$ cat src/rtl/onehot_demux6.sv
// onehot_demux6: six-lane one-hot distributor.
// A valid/ready stream of WIDTH-bit words is steered into six one-entry
// registered lane slots. By default the lane is picked round-robin by the
// one-hot pointer `sel`. With ONEHOT_DEMUX6_ADDR_EN defined, each word
// carries an explicit lane index on in_dest. In that mode, indices 6 and 7
// are consumed, dropped, and flagged on err.
module onehot_demux6 #(
  parameter int unsigned WIDTH = 3
) (
  input  logic             clk,
  input  logic             rst,
  input  logic             in_valid,
  output logic             in_ready,
  input  logic [WIDTH-1:0] in_data,
`ifdef ONEHOT_DEMUX6_ADDR_EN
  input  logic [2:0]       in_dest,
`endif
  output logic [WIDTH-1:0] out_0,
  output logic [WIDTH-1:0] out_1,
  output logic [WIDTH-1:0] out_2,
  output logic [WIDTH-1:0] out_3,
  output logic [WIDTH-1:0] out_4,
  output logic [WIDTH-1:0] out_5,
  output logic [5:0]       out_valid,
  input  logic [5:0]       out_ready,
  output logic [5:0]       sel,
  output logic             err
);

  logic [WIDTH-1:0] data_q [6];
  logic [5:0]       valid_q, valid_d;
  logic [5:0]       sel_q, sel_d;
  logic [5:0]       tgt_oh;
  logic [5:0]       fill;
  logic             illegal;
  logic             accept;

  // Target lane as a one-hot vector; an illegal index selects no lane.
  always_comb begin
    tgt_oh  = '0;
    illegal = 1'b0;
`ifdef ONEHOT_DEMUX6_ADDR_EN
    case (in_dest)
      3'd0: tgt_oh = 6'b000001;
      3'd1: tgt_oh = 6'b000010;
      3'd2: tgt_oh = 6'b000100;
      3'd3: tgt_oh = 6'b001000;
      3'd4: tgt_oh = 6'b010000;
      3'd5: tgt_oh = 6'b100000;
      default: illegal = 1'b1;
    endcase
`else
    tgt_oh = sel_q;
`endif
  end

  // Accept when the target slot is empty or draining this very cycle.
  // An illegal word is always accepted so that it can be discarded.
  always_comb begin
    in_ready = !rst && (illegal || (|(tgt_oh & (~valid_q | out_ready))));
    accept   = in_valid && in_ready;
    fill     = accept ? tgt_oh : '0;
  end

  // Next lane flags: a refill wins over a drain in the same cycle.
  always_comb begin
    valid_d = fill | (valid_q & ~out_ready);
  end

  // Pointer advance: rotate left on every accept; it stays fixed when lanes are addressed.
  always_comb begin
    sel_d = sel_q;
`ifdef ONEHOT_DEMUX6_ADDR_EN
    sel_d = 6'b000001;
`else
    if (accept) sel_d = {sel_q[4:0], sel_q[5]};
`endif
  end

  // Lane flags and round-robin pointer registers.
  always_ff @(posedge clk) begin
    if (rst) begin
      valid_q <= '0;
      sel_q   <= 6'b000001;
    end else begin
      valid_q <= valid_d;
      sel_q   <= sel_d;
    end
  end

  // Lane data slots; data is kept after a drain and is only overwritten on refill.
  always_ff @(posedge clk) begin
    if (rst) begin
      for (int unsigned k = 0; k < 6; k++) data_q[k] <= '0;
    end else begin
      for (int unsigned k = 0; k < 6; k++)
        if (fill[k]) data_q[k] <= in_data;
    end
  end

`ifdef ONEHOT_DEMUX6_ADDR_EN
  logic err_q, err_d;

  // A dropped illegal-destination word raises err for exactly one cycle.
  always_comb begin
    err_d = accept && illegal;
  end

  // Error pulse register.
  always_ff @(posedge clk) begin
    if (rst) err_q <= 1'b0;
    else     err_q <= err_d;
  end

  assign err = err_q;
`else
  assign err = 1'b0;
`endif

  assign out_0     = data_q[0];
  assign out_1     = data_q[1];
  assign out_2     = data_q[2];
  assign out_3     = data_q[3];
  assign out_4     = data_q[4];
  assign out_5     = data_q[5];
  assign out_valid = valid_q;
  assign sel       = sel_q;

endmodule

$ cat config.mk
export PLATFORM = sky130hd
export DESIGN_NAME = onehot_demux6
export DESIGN_NICKNAME = d
export VERILOG_FILES = /design/src/rtl/onehot_demux6.sv
export SDC_FILE = /design/constraint.sdc
export NUM_CORES = 1
export LEC_CHECK = 0
export ABC_AREA = 1
export CORE_AREA = 2 2 54 56
export DETAILED_ROUTE_END_ITERATION = 10
export DIE_AREA = 0 0 56 58
export PLACE_DENSITY = 0.85
export SETUP_SLACK_MARGIN = 0.05
export SYNTH_ARGS = -nofsm -noshare
export SYNTH_HDL_FRONTEND = slang
export SYNTH_SLANG_ARGS = --single-unit
$ cat constraint.sdc
create_clock -name clk -period 3 [get_ports clk]
set_input_delay 0.3 -clock clk [delete_from_list [all_inputs] [get_ports clk]]
set_output_delay 0.3 -clock clk [all_outputs]
set_load 0.05 [all_outputs]
==> metrics.log, run 1 <==
[metrics] die footprint: 0.00325 sq mm
[metrics] Hold Crit Class: flip-flop to flip-flop
[metrics] Iter 0 DRT Violations: 30
[metrics] worst voltage drop across the vdd grid: 0.320 mV
[metrics] endpoint required time on the critical path: 2.70 ns
[metrics] internal reg-to-reg setup slack: 1.46 ns
[metrics] Post-Route WL: 2360 um
[metrics] post-layout instance area: 0.00165 sq mm
[metrics] chip height: 58 um
[metrics] H-tree lvl count: 2
[metrics] total grt overflow: 0
[metrics] share of the yosys chip area belonging to registers: 0.672
[metrics] storage element area: 781 sq um
[metrics] clk sink count: 30
[metrics] global placement routability congestion: 0.721
[metrics] asr flop ratio synth: 0
[metrics] count of antenna-violating nets left after detailed routing: 0
[metrics] number of filler cells placed in the layout: 240
[metrics] CP Launch Type: input port
[metrics] IO Port Bufs: 42
[metrics] post-synthesis register bit count: 30
[metrics] area of combinational cells with multiple inputs: 323 sq um
[metrics] Crit Reg-Reg Startpoint: sel[2]$_SDFFE_PP0N_
[metrics] number of antenna violations at the first check in global routing: 0
[metrics] hold path startpoint: out_valid[3]$_SDFF_PP0_
[metrics] Mapped Nets: 124
[metrics] start-to-end type of the worst setup path: input port to primary output
[metrics] CTS tree: yes
[metrics] quantity of gates resized following cts: 0
[metrics] via count of the first global-routing pass: 905
[metrics] final critical-path required period: 2.33 ns
[metrics] Worst Skew: 0.0125 ns
[metrics] count of endpoints failing setup in the final report: 0
[metrics] area growth from synthesis to layout: 42.3%
[metrics] most instantiated flip-flop cell in the synthesis netlist: sky130_fd_sc_hd__edfxtp_1
[metrics] floorplan die width: 56 um
[metrics] clock tree root buffer cell: sky130_fd_sc_hd__clkbuf_4
[metrics] maximum buffer depth of the clock tree: 2
[metrics] fraction of layout cells with a size suffix above 1: 0.0818
[metrics] core region area: 0.00266 sq mm
[metrics] pre-CTS setup slack: 0.677 ns
[metrics] status: finished clean
[metrics] Power, Total: 819 uW
[metrics] post-route setup TNS: 0 ns
[metrics] number of enable-type register cells in the synthesized netlist: 18
[metrics] top cells by area in the synthesized netlist: sky130_fd_sc_hd__edfxtp_1 47%, sky130_fd_sc_hd__dfxtp_1 21%, sky130_fd_sc_hd__nand2_1 7.4%, sky130_fd_sc_hd__nor2_1 5.8%, sky130_fd_sc_hd__a21oi_1 5.2%
[metrics] critical register-to-register path endpoint: data_q[1][1]$_SDFFCE_PN0P_
[metrics] number of endpoints with negative hold slack in the final report: 0
[metrics] Leakage Power: 0.653 nW
[metrics] max-cap violation count: 0
[metrics] global router's overall resource usage: 0.154
[metrics] mapped cell area: 0.00116 sq mm
[metrics] count of distinct cell types in the synthesized netlist: 20
[metrics] worst-case headroom to the max-slew limit: 0.660
[metrics] Yosys top cell by area: sky130_fd_sc_hd__edfxtp_1
[metrics] count of vias placed by the detailed router: 936
[metrics] top cell type's share of synthesized area: 0.466
[metrics] Clock Pin Slew Worst Setup and Hold Paths: 0.08 ns
[metrics] slack of the critical path: 0.666 ns
[metrics] setup fix buffers added after clock tree synthesis: 0
[metrics] Worst Hold Path EP: out_valid[3]$_SDFF_PP0_
[metrics] maximum frequency from static timing analysis: 0.429 GHz
[metrics] antenna diode count: 0
[metrics] Tcrit/Tclk final: 0.778
[metrics] number of remaining DRC errors: 0
[metrics] via/cell ratio: 4.93
[metrics] synthesized instance count: 112
[metrics] number of buffers added to fix hold violations after cts: 0
[metrics] number of CTS-inserted buffers: 5
[metrics] half-perimeter wire length of the detailed placement result: 1750 um
[metrics] fin nets: 170
[metrics] Initial Utilization: 0.436
[metrics] # rows: 19
[metrics] final-report max-slew violation count: 0
[metrics] Commonest cells post-synth: 23 x sky130_fd_sc_hd__nand2_1, 18 x sky130_fd_sc_hd__edfxtp_1, 18 x sky130_fd_sc_hd__nor2_1
[metrics] Register-to-Register Path Depth: 6
[metrics] measured slew at the worst slew-check pin: 0.508 ns
[metrics] first-pass GRT wire length: 3860 um
[metrics] I/O pin count: 44
[metrics] hold path depth: 2
[metrics] Post-DP Area: 0.00160 sq mm
[metrics] data arrival time of the critical path: 2.03 ns
[metrics] worst slack on hold paths: 0.496 ns
[metrics] unrepaired setup endpoints after global routing: false
[metrics] worst-skew pair later-pin latency: 0.33 ns
[metrics] Power Density: 496 mW/mm^2
[metrics] largest net degree at the start of global routing: 15
[metrics] library cell with the highest instance count after synthesis: sky130_fd_sc_hd__nand2_1
[metrics] syn_area_per_cell: 10.4 sq um
[metrics] Critical Path End Type: primary output
[metrics] yosys synthesis warning count: 0
[metrics] average wire per standard cell: 12.4 um
[metrics] crit path max fanout: 2
[metrics] total iterations of the first detailed-routing run: 4
## cell type report
cell class              instances  share of cell area
flip-flops and latches         30               0.472
repair buffers                 42               0.254
multi-input cells              68               0.195
clock buffers                   8              0.0295
inverters                      11              0.0250
well taps                      31              0.0235
## metrics by stage
step / instances / util
2_1_floorplan: 112 / -
3_3_place_gp: 182 / 0.602
3_5_place_dp: 182 / 0.602
4_1_cts: 190 / 0.621
5_1_grt: 190 / 0.621
6_report: 190 / 0.621
## how the worst max path moves through the flow
| stage | cells after the start | from | to |
|---|---|---|---|
| floorplan | 4 | sel[4]$_SDFFE_PP0N_ | in_ready |
| global placement | 8 | out_ready[3] | in_ready |
| detailed placement | 8 | out_ready[0] | in_ready |
| CTS | 8 | out_ready[0] | in_ready |
| global route | 8 | out_ready[0] | in_ready |
| finish | 8 | out_ready[0] | in_ready |
## registers in the layout, indices dropped and copies added (netlist names)
name	cells
data_q	18
out_valid	6
sel	6
## critical path, cell delays in order
cell and delay (ns):
sky130_fd_sc_hd__clkdlybuf4s50_1 0.46, sky130_fd_sc_hd__inv_1 0.04, sky130_fd_sc_hd__nand2_1 0.06, sky130_fd_sc_hd__nand2_1 0.06, sky130_fd_sc_hd__nand2_1 0.09, sky130_fd_sc_hd__nor2_2 0.06, sky130_fd_sc_hd__a21oi_1 0.14, sky130_fd_sc_hd__clkdlybuf4s50_1 0.83
## metal layers
| metal | GRT usage | share of wire | wire (um) | vias up |
|---|---|---|---|---|
| met1 | 0.174 | 0.43 | 1010 | 426 |
| met3 | 0.0603 | 0.082 | 192 | 6 |
| li1 | - | - | - | 460 |
| met5 | 0 | 0 | 0 | - |
| met4 | 0.0714 | 0.014 | 33 | 0 |
| met2 | 0.259 | 0.48 | 1120 | 44 |
## report_power, final
part           switching [mW]  internal, mW  total [mW]
clock network           0.126        0.0932       0.219
registers             0.00633         0.450       0.456
logic                  0.0967        0.0466       0.143
total                   0.229         0.590       0.819
## kinds of logic after synthesis
kind of cell           share of synthesized area
other                                    0.00323
AOI/OAI and AO/OA                         0.0603
DFF                                        0.672
buffers and inverters                     0.0496
and+or+nand+nor                            0.214
## placed cells by master, fill, tap and decap left out, drive strengths merged
master         netlist  layout
a21oi               12      12
clkbuf               1       8
clkdlybuf4s50        0      42
conb                 1       1
dfxtp               12      12
edfxtp              18      18
inv                 11      11
nand2               24      24
nand3                2       2
nand4                6       6
nor2                19      19
o21ai                2       2
or2                  2       2
Note: power is estimated with default switching activity, not from simulation.
==> inputs of run 2 (changes only) <==
--- a/config.mk
+++ b/config.mk
@@ -6,10 +6,10 @@
 export NUM_CORES = 1
 export LEC_CHECK = 0
 export ABC_AREA = 1
-export CORE_AREA = 2 2 54 56
+export CORE_AREA = 2 2 59 61
 export DETAILED_ROUTE_END_ITERATION = 10
-export DIE_AREA = 0 0 56 58
-export PLACE_DENSITY = 0.85
+export DIE_AREA = 0 0 61 63
+export PLACE_DENSITY = 0.76
 export SETUP_SLACK_MARGIN = 0.05
 export SYNTH_ARGS = -nofsm -noshare
 export SYNTH_HDL_FRONTEND = slang
==> constraint.sdc (replaced) <==
create_clock -name clk -period 2.06 [get_ports clk]
set_input_delay 0.206 -clock clk [delete_from_list [all_inputs] [get_ports clk]]
set_output_delay 0.206 -clock clk [all_outputs]
set_load 0.05 [all_outputs]
==> run 2 against run 1 <==
Against the previous run:
- hold slack improved by 0.00062 ns
- flip-flop and latch count unchanged
- design area increased by 3.7%
- clock power increased by 45%
- clock skew decreased by 0.0020 ns
==> metrics.log, run 2 (synthesis results as in run 1) <==
[metrics] final-report max-slew violation count: 0 (unchanged)
[metrics] number of filler cells placed in the layout: 306 (was 240)
[metrics] largest stage delay on the critical path: 0.84 ns (was 0.83 ns)
[metrics] CP Launch Type: flip-flop (was input port)
[metrics] post-route insts no fill: 209 (was 190)
[metrics] start-to-end type of the worst setup path: flip-flop to primary output (was input port to primary output)
[metrics] hold path depth: 2 (unchanged)
[metrics] maximum buffer depth of the clock tree: 2 (unchanged)
[metrics] Worst Skew: 0.0104 ns (was 0.0125 ns)
[metrics] register with the most flip-flops: data_q (unchanged)
[metrics] Worst Hold Path EP: out_valid[1]$_SDFF_PP0_ (was out_valid[3]$_SDFF_PP0_)
[metrics] via/cell ratio: 4.49 (was 4.93)
[metrics] average wire per standard cell: 11.5 um (was 12.4 um)
[metrics] total iterations of the first detailed-routing run: 4 (unchanged)
[metrics] max-cap violation count: 0 (unchanged)
[metrics] critical register-to-register path endpoint: data_q[3][2]$_SDFFCE_PN0P_ (was data_q[1][1]$_SDFFCE_PN0P_)
[metrics] Critical Path End Type: primary output (unchanged)
[metrics] worst slack on hold paths: 0.497 ns (was 0.496 ns)
[metrics] antenna diode count: 0 (unchanged)
[metrics] Power Density: 699 mW/mm^2 (was 496 mW/mm^2)
[metrics] endpoint required time on the critical path: 1.85 ns (was 2.70 ns)
[metrics] # rows: 21 (was 19)
[metrics] first-pass GRT wire length: 3890 um (was 3860 um)
[metrics] total grt overflow: 0 (unchanged)
[metrics] count of vias placed by the detailed router: 939 (was 936)
[metrics] I/O pin count: 44 (unchanged)
[metrics] number of buffers added to fix hold violations after cts: 0 (unchanged)
[metrics] crit path max fanout: 4 (was 2)
[metrics] chip height: 63 um (was 58 um)
[metrics] unrepaired setup endpoints after global routing: false (unchanged)
[metrics] worst voltage drop across the vdd grid: 0.262 mV (was 0.320 mV)
[metrics] count of endpoints failing setup in the final report: 0 (unchanged)
[metrics] post-route setup TNS: 0 ns (unchanged)
[metrics] internal reg-to-reg setup slack: 0.62 ns (was 1.46 ns)
[metrics] H-tree lvl count: 2 (unchanged)
[metrics] critical path's slowest cell: sky130_fd_sc_hd__clkdlybuf4s50_1 (unchanged)
[metrics] measured slew at the worst slew-check pin: 0.511 ns (was 0.508 ns)
[metrics] number of antenna violations at the first check in global routing: 0 (unchanged)
[metrics] number of flip-flops in the largest register: 18 (unchanged)
[metrics] floorplan die width: 61 um (was 56 um)
[metrics] die footprint: 0.00384 sq mm (was 0.00325 sq mm)
[metrics] number of remaining DRC errors: 0 (unchanged)
[metrics] global placement routability congestion: 0.752 (was 0.721)
[metrics] quantity of gates resized following cts: 0 (unchanged)
[metrics] critical path cell sequence: clkdlybuf4s50_1 (was clkdlybuf4s50_1, inv_1, nand2_1, nand2_1, nand2_1, nor2_2, a21oi_1, clkdlybuf4s50_1)
[metrics] IO Port Bufs: 42 (unchanged)
[metrics] Post-DP Area: 0.00166 sq mm (was 0.00160 sq mm)
[metrics] status: finished clean (unchanged)
[metrics] via count of the first global-routing pass: 864 (was 905)
[metrics] largest net degree at the start of global routing: 15 (unchanged)
[metrics] core region area: 0.00323 sq mm (was 0.00266 sq mm)
[metrics] post-layout instance area: 0.00171 sq mm (was 0.00165 sq mm)
[metrics] Gate power share: 0.180 (was 0.175)
[metrics] sequential share of power: 0.555 (was 0.557)
[metrics] Crit Reg-Reg Startpoint: sel[2]$_SDFFE_PP0N_ (unchanged)
[metrics] hold path startpoint: out_valid[1]$_SDFF_PP0_ (was out_valid[3]$_SDFF_PP0_)
[metrics] sum of buffers and inverters on the critical path: 1 (was 3)
[metrics] worst-skew pair later-pin latency: 0.32 ns (was 0.33 ns)
[metrics] setup fix buffers added after clock tree synthesis: 0 (unchanged)
[metrics] count of antenna-violating nets left after detailed routing: 0 (unchanged)
[metrics] Tcrit/Tclk final: 0.868
[metrics] commonest cells after routing, fill and taps aside: 41 x sky130_fd_sc_hd__clkdlybuf4s50_1, 23 x sky130_fd_sc_hd__nand2_1, 18 x sky130_fd_sc_hd__nor2_1, 18 x sky130_fd_sc_hd__edfxtp_1 (was 42 x sky130_fd_sc_hd__clkdlybuf4s50_1, 23 x sky130_fd_sc_hd__nand2_1, 18 x sky130_fd_sc_hd__nor2_1, 18 x sky130_fd_sc_hd__edfxtp_1)
[metrics] area growth from synthesis to layout: 47.6% (was 42.3%)
[metrics] pre-CTS setup slack: 0.298 ns (was 0.677 ns)
[metrics] slack of the critical path: 0.273 ns (was 0.666 ns)
[metrics] Iter 0 DRT Violations: 21 (was 30)
[metrics] Power, Total: 1.20 mW (was 819 uW)
[metrics] Sw Share: 0.284 (was 0.280)
[metrics] Hold Crit Class: flip-flop to flip-flop (unchanged)
[metrics] Clock Power Share: 0.265 (was 0.268)
[metrics] fin nets: 174 (was 170)
[metrics] Post-Route WL: 2400 um (was 2360 um)
[metrics] CTS tree: yes (unchanged)
[metrics] Net Sw Power: 340 uW (was 229 uW)
[metrics] worst-case headroom to the max-slew limit: 0.658 (was 0.660)
[metrics] clock tree root buffer cell: sky130_fd_sc_hd__clkbuf_4 (unchanged)
[metrics] number of CTS-inserted buffers: 5 (unchanged)
[metrics] cell internal pwr: 859 uW (was 590 uW)
[metrics] share of the core filled with cells in the final layout: 0.530 (was 0.621)
[metrics] maximum frequency from static timing analysis: 0.560 GHz
[metrics] global router's overall resource usage: 0.142 (was 0.154)
[metrics] Register-to-Register Path Depth: 6 (unchanged)
[metrics] half-perimeter wire length of the detailed placement result: 1920 um (was 1750 um)
[metrics] instance count after placement with tap cells included: 201 (was 182)
[metrics] fraction of layout cells with a size suffix above 1: 0.123 (was 0.0818)
[metrics] cell family with the largest share of critical-path delay: buffers and inverters (unchanged)
[metrics] data arrival time of the critical path: 1.58 ns (was 2.03 ns)
[metrics] Initial Utilization: 0.359 (was 0.436)
[metrics] Leakage Power: 0.681 nW (was 0.653 nW)
[metrics] number of endpoints with negative hold slack in the final report: 0 (unchanged)
[metrics] most common cell after layout, fill and taps aside: sky130_fd_sc_hd__clkdlybuf4s50_1 (unchanged)
[metrics] clk sink count: 30 (unchanged)
[metrics] final critical-path required period: 1.79 ns
[metrics] Clock Pin Slew Worst Setup and Hold Paths: 0.08 ns (about the same)
-- run 2: cell count changes in the layout (fill, tap and decap cells not counted) --
cell	before	now
sky130_fd_sc_hd__buf_4	0	4
sky130_fd_sc_hd__clkbuf_1	3	1
sky130_fd_sc_hd__clkinv_2	0	2
sky130_fd_sc_hd__buf_12	0	1
sky130_fd_sc_hd__clkdlybuf4s50_1	42	41
-- run 2: worst max-delay path by stage --
stage	from	endpoint	slack (ns)	cells past startpoint
detailed placement	out_ready[3]	data_q[3][0]$_SDFFCE_PN0P_	0.30	9
global placement	out_ready[3]	data_q[3][1]$_SDFFCE_PN0P_	0.34	9
finish	sel[0]$_SDFFE_PP1N_	sel[0]	0.27	1
global route	sel[0]$_SDFFE_PP1N_	sel[0]	0.20	1
CTS	sel[0]$_SDFFE_PP1N_	sel[0]	0.26	1
floorplan	sel[4]$_SDFFE_PP0N_	in_ready	0.11	4
-- run 2: final cells by class --
class,instances,area [sq um],share of cell area
Multi-Input combinational cell,68,323,0.188
Inverter,11,41.3,0.0241
Clock inverter,2,10.0,0.00584
Tap cell,46,57.6,0.0336
Clock buffer,6,41.3,0.0241
Timing Repair Buffer,46,460,0.269
Sequential cell,30,781,0.455
-- run 2: power groups by stage --
| stage | Combinational [mW] | Clock, mW | Sequential (mW) |
|---|---|---|---|
| after floorplan | 0.0560 | 0 | 0.755 |
| final | 0.215 | 0.318 | 0.665 |
| after global placement | 0.214 | 0 | 0.678 |
| after detailed placement | 0.216 | 0 | 0.679 |
| after global routing | 0.230 | 0.360 | 0.667 |
| after CTS | 0.217 | 0.326 | 0.665 |
-- run 2: metal layers --
| layer | up-vias | GRT usage | routed length [um] |
|---|---|---|---|
| met5 | - | 0 | 0 |
| met4 | 0 | 0.0571 | 40 |
| met3 | 5 | 0.0787 | 235 |
| met2 | 46 | 0.211 | 1060 |
| met1 | 416 | 0.169 | 1060 |
| li1 | 472 | - | - |
